File: src/rtl/robertson_pkg.sv
// Shared definitions for the Robertson multiplier result collector.
package robertson_pkg;

  localparam int unsigned WIDTH_DEF = 8;
  localparam int unsigned PROD_W    = 2 * WIDTH_DEF;

  typedef enum logic [1:0] {
    IDLE  = 2'd0,
    WAIT  = 2'd1,
    CAP_A = 2'd2,
    CAP_Q = 2'd3
  } col_state_e;

endpackage

File: src/rtl/robertson_result_collector_sync_fifo.sv
// Synchronous FIFO with occupancy count; a push into a full FIFO is accepted
// only when a pop happens in the same cycle.
module sync_fifo
  import robertson_pkg::*;
#(
  parameter int unsigned DATA_W = PROD_W,
  parameter int unsigned DEPTH  = 4
) (
  input  logic                     clk,
  input  logic                     rst,
  input  logic                     push,
  input  logic [DATA_W-1:0]        wdata,
  input  logic                     pop,
  output logic [DATA_W-1:0]        rdata,
  output logic                     full,
  output logic                     empty,
  output logic [$clog2(DEPTH):0]   count
);

  localparam int unsigned AW    = $clog2(DEPTH);
  localparam int unsigned CNT_W = AW + 1;

  logic [DATA_W-1:0] mem_q [DEPTH];
  logic [DATA_W-1:0] mem_d [DEPTH];
  logic [AW-1:0]     wptr_q, wptr_d;
  logic [AW-1:0]     rptr_q, rptr_d;
  logic [CNT_W-1:0]  count_q, count_d;
  logic              do_push, do_pop;

  always_comb begin
    empty   = (count_q == '0);
    full    = (count_q == CNT_W'(DEPTH));
    do_pop  = pop & ~empty;
    do_push = push & (~full | do_pop);
    mem_d   = mem_q;
    if (do_push) begin
      mem_d[wptr_q] = wdata;
    end
    // pointers are AW bits wide, so the increment wraps modulo DEPTH
    wptr_d  = wptr_q + AW'(do_push);
    rptr_d  = rptr_q + AW'(do_pop);
    count_d = count_q + CNT_W'(do_push) - CNT_W'(do_pop);
    rdata   = mem_q[rptr_q];
    count   = count_q;
  end

  always_ff @(posedge clk) begin
    if (rst) begin
      for (int unsigned i = 0; i < DEPTH; i++) begin
        mem_q[i] <= '0;
      end
      wptr_q  <= '0;
      rptr_q  <= '0;
      count_q <= '0;
    end else begin
      mem_q   <= mem_d;
      wptr_q  <= wptr_d;
      rptr_q  <= rptr_d;
      count_q <= count_d;
    end
  end

endmodule

File: src/rtl/robertson_result_collector.sv
// Captures A then Q from the multiplier bus after done rises and queues {A,Q}.
// Optional ROBERTSON_COLLECT_STATS_EN adds prod_count / drop_count outputs.
module robertson_result_collector
  import robertson_pkg::*;
#(
  parameter int unsigned WIDTH   = 8,
  parameter int unsigned A_DELAY = 1,
  parameter int unsigned DEPTH   = 4
) (
  input  logic                 clk,
  input  logic                 rst,
  input  logic                 done,
  input  logic [WIDTH-1:0]     outbus,
  output logic [2*WIDTH-1:0]   prod_data,
  output logic                 prod_valid,
  input  logic                 prod_ready,
  output logic                 busy,
  output logic                 overflow
`ifdef ROBERTSON_COLLECT_STATS_EN
  ,
  output logic [15:0]          prod_count,
  output logic [7:0]           drop_count
`endif
);

  localparam int unsigned PW    = 2 * WIDTH;
  localparam int unsigned CNT_W = $clog2(DEPTH) + 1;

  col_state_e        state_q, state_d;
  logic [2:0]        cnt_q, cnt_d;
  logic [WIDTH-1:0]  a_hold_q, a_hold_d;
  logic              done_q;
  logic              overflow_q, overflow_d;
  logic              done_rise;
  logic              push;
  logic              drop;

  logic [PW-1:0]     fifo_rdata;
  logic              fifo_full;
  logic              fifo_empty;
  logic [CNT_W-1:0]  fifo_count;

  always_comb begin
    done_rise = done & ~done_q;
    state_d   = state_q;
    cnt_d     = cnt_q;
    a_hold_d  = a_hold_q;
    push      = 1'b0;
    unique case (state_q)
      IDLE: begin
        if (done_rise) begin
          cnt_d   = 3'(A_DELAY - 1);
          state_d = (A_DELAY == 1) ? CAP_A : WAIT;
        end
      end
      WAIT: begin
        cnt_d = cnt_q - 3'd1;
        if (cnt_q == 3'd1) begin
          state_d = CAP_A;
        end
      end
      CAP_A: begin
        a_hold_d = outbus;
        state_d  = CAP_Q;
      end
      CAP_Q: begin
        push    = 1'b1;
        state_d = IDLE;
      end
      default: state_d = IDLE;
    endcase
    // a full FIFO still accepts the push when the head leaves this cycle
    drop       = push & fifo_full & ~prod_ready;
    overflow_d = overflow_q | drop;
  end

  always_ff @(posedge clk) begin
    if (rst) begin
      state_q    <= IDLE;
      cnt_q      <= '0;
      a_hold_q   <= '0;
      done_q     <= 1'b0;
      overflow_q <= 1'b0;
    end else begin
      state_q    <= state_d;
      cnt_q      <= cnt_d;
      a_hold_q   <= a_hold_d;
      done_q     <= done;
      overflow_q <= overflow_d;
    end
  end

  sync_fifo #(
    .DATA_W (PW),
    .DEPTH  (DEPTH)
  ) u_fifo (
    .clk   (clk),
    .rst   (rst),
    .push  (push),
    .wdata ({a_hold_q, outbus}),
    .pop   (prod_ready),
    .rdata (fifo_rdata),
    .full  (fifo_full),
    .empty (fifo_empty),
    .count (fifo_count)
  );

  always_comb begin
    prod_valid = ~fifo_empty;
    prod_data  = (fifo_count == '0) ? '0 : fifo_rdata;
    busy       = (state_q != IDLE);
    overflow   = overflow_q;
  end

`ifdef ROBERTSON_COLLECT_STATS_EN
  logic [15:0] prod_count_q, prod_count_d;
  logic [7:0]  drop_count_q, drop_count_d;

  always_comb begin
    prod_count_d = prod_count_q + 16'(push & ~drop);
    drop_count_d = drop_count_q;
    if (drop && (drop_count_q != '1)) begin
      drop_count_d = drop_count_q + 8'd1;
    end
    prod_count = prod_count_q;
    drop_count = drop_count_q;
  end

  always_ff @(posedge clk) begin
    if (rst) begin
      prod_count_q <= '0;
      drop_count_q <= '0;
    end else begin
      prod_count_q <= prod_count_d;
      drop_count_q <= drop_count_d;
    end
  end
`endif

endmodule

File: config.mk
export PLATFORM = sky130hd
export DESIGN_NAME = robertson_result_collector
export DESIGN_NICKNAME = d
export VERILOG_FILES = /design/src/rtl/robertson_pkg.sv /design/src/rtl/robertson_result_collector_sync_fifo.sv /design/src/rtl/robertson_result_collector.sv
export SDC_FILE = /design/constraint.sdc
export NUM_CORES = 1
export LEC_CHECK = 0
export CORE_ASPECT_RATIO = 0.9
export CORE_MARGIN = 4
export CORE_UTILIZATION = 45
export DETAILED_ROUTE_END_ITERATION = 6
export GPL_TIMING_DRIVEN = 0
export SYNTH_ARGS = -nofsm -noshare
export SYNTH_HDL_FRONTEND = slang
export SYNTH_SLANG_ARGS = --single-unit
export TNS_END_PERCENT = 100
File: constraint.sdc
create_clock -name clk -period 4.8 [get_ports clk]
set_input_delay 1.44 -clock clk [delete_from_list [all_inputs] [get_ports clk]]
set_output_delay 1.44 -clock clk [all_outputs]
set_load 0.02 [all_outputs]
==> metrics.cfg <==
[finish]
num-fill-cells=782
drive_above_1_share_pct=11.03
instances_no_fill=536
syn2layout_area_growth_pct=14.74
most-common-layout-cells=86 x dfxtp_1, 82 x nand2b_1, 64 x mux2i_1, 29 x clkdlybuf4s50_1
final_common_cell=dfxtp_1
multi_input_area_um2=2110
antennaDiodeCount=0
final_nets=431
seqCellArea_um2=1722

[power]
ir_worst_vdd_mv=0.1902
powerDensity_nw_per_um2=340.1
pwr-share-clk_pct=27.3
p_int_uw=1077
power_frac_comb_pct=22.8
switchingPower_uw=492.9
switching_share_pct=31.39
p_total_uw=1570
seqPwrFrac_pct=49.9
p_leak_uw=0.001895

[placement]
dp_cells=521
place_ws_ps=696.2
gp_congestion=0.7912
dp_hpwl_um=6216
portBuffers=29

[sta]
setup_ws_ps=696.9
final-hold-violation-count=0
maxSlewHeadroom_pct=49.25
final.setup.tns_ps=0
period_minus_slack_ps=4103
timing.final.crit_share_pct=85.48
fmax_ghz=0.2437
finalSetupViolations=0
skew_ps=9.715
finalHoldWorstSlack_ps=466.8
max_slew.worst_pin.slew_ps=757.1
maxSlewViolCount=0
grt_setup_unrepaired=no

[clock_network]
htreeDepth=3
clkTransAtPathRegs_ps=80
clk_latency_ps=360
cts_tree=yes
cts_setup_buffers=0
cts_inserted_buffers=9
clk_path_buf_depth=2
cts_resized=0
cts_root_buf=clkbuf_8
clock-sinks=86
ctsHoldBuffers=0

[global_route]
antenna_found_initial=0
grt_pass1_vias=2893
grt_first_pass_wirelength_um=14920
track_usage_pct=18.50
overflow=0
grt_max_degree=13

[worst_hold_path]
hold_class=reg2reg

[setup_path]
critPathMaxFanout=10
crit_buf_inv=3
slowest_delay_ps=560
cp_common_cell=buf_2
cp_slowest_cell=mux4_2
start_kind=register
worstPathRequired_ps=3360
worst_setup_path_end_kind=primary output
cp_data_arrival_time_ps=2660
cp_top_family=buffers and inverters
worstSetupPathType=reg2out
crit_chain=buf_2 > buf_2 > mux4_2 > nor2b_1 > clkdlybuf4s50_1

[synthesis]
yosysUniqueCellTypes=36
async_reset_ff_share_pct=0
syn_inst=373
syn_nets=391
netlist_area_um2=4024
yosysWarningCount=0
yosysSeqAreaShare_pct=42.79
postSynthAreaPerCell_um2=10.79
ys_ff_latch=86
synth_ff_type=dfxtp_1
synth_edf_count=0

[floorplan]
core_area_um2=8648
die_w_um=107.7
die_area_um2=10520
die_h_um=97.71
ios=31
start_util_pct=46.53
num_rows=32

[route]
drt_pass1_iterations=4
dr.first_iter.drc_count=98
ant_nets=0
via_count=2723
routed_wirelength_um=9061
via_per_inst=5.080
drc=0
wl_per_cell_um=16.90

[status]
status=completed

[job]
maxCapViolCount=0

==> stage by stage <==
step,util (%),instance area [um^2]
after floorplan,-,4024
after global placement,51.61,4463
after detailed placement,51.61,4463
after CTS,53.33,4612
after global routing,53.39,4617
final,53.39,4617
==> metal layers <==
metal | GRT usage, % | share of wire (%)
met4 | 6.408 | 2.2
met1 | 24.77 | 47
met2 | 29.11 | 46
met3 | 4.585 | 4.1
met5 | 0 | 0
==> worst paths after layout <==
| check | from | end | slack [ps] | depth (start not counted) |
|---|---|---|---|---|
| max | u_fifo.rptr_q[1] | prod_data[13] | 700 | 5 |
| min | a_hold_q[3] | a_hold_q[3] | 470 | 2 |
| max reg2reg | u_fifo.count[1] | u_fifo.count[2] | 2510 | 10 |
| min reg2reg | a_hold_q[3] | a_hold_q[3] | 470 | 2 |
==> cell usage after synthesis (all sizes together) (2+ instances only) <==
master  count  share of area (%)
a21oi      13                1.6
and2b       2               0.44
buf        10                2.7
clkbuf     15                1.4
dfxtp      86                 43
ha          5                1.6
inv         9               0.84
mux2i      64                 16
mux4       16                9.0
nand2      20                1.9
nand2b     82                 13
nor2        8               0.75
nor2b      19                3.0
nor3        2               0.25
o21ai       2               0.25
o31ai       2               0.37
or3         2               0.34
or4b        2               0.50
xor2        2               0.44
==> logic make-up after synthesis <==
logic type / after synthesis / share of synthesized area, %
muxes: 80 / 24.88
buffers and inverters: 34 / 4.913
and+or+nand+nor: 143 / 21.74
DFF: 86 / 42.79
adders and majority gates: 6 / 2.052
AOI/OAI and AO/OA: 21 / 2.985
xor gates and xnor gates: 3 / 0.6531
==> power groups by stage <==
stage	sequential, uW	combinational [uW]	clock [uW]
finish	784	358	428
global placement	798	359	0
global route	793	403	476
floorplan	791	248	0
CTS	782	365	449
detailed placement	798	363	0
==> registers in the layout, summed over array words and instances (netlist names) <==
signal         cells
u_fifo.wptr_q      2
u_fifo.mem_q      64
cnt_q              3
done_q             1
a_hold_q           8
u_fifo.rptr_q      2
state_q            2
u_fifo.count       3
overflow           1
==> area by class of cell <==
cell class / instances / area share, %
clock buffer: 13 / 3.008
timing repair buffer: 29 / 6.287
tap: 119 / 3.225
inverter: 9 / 0.7317
sequential: 86 / 37.29
multi-input combinational: 253 / 45.69
buffer: 25 / 3.550
clock inverter: 2 / 0.2168
==> worst min-delay path, stage by stage, from the launching register on <==
cell and delay [ps]:
dfxtp_1 320, nand2_1 50, a21oi_1 50
(Power assumes the default switching activity.)
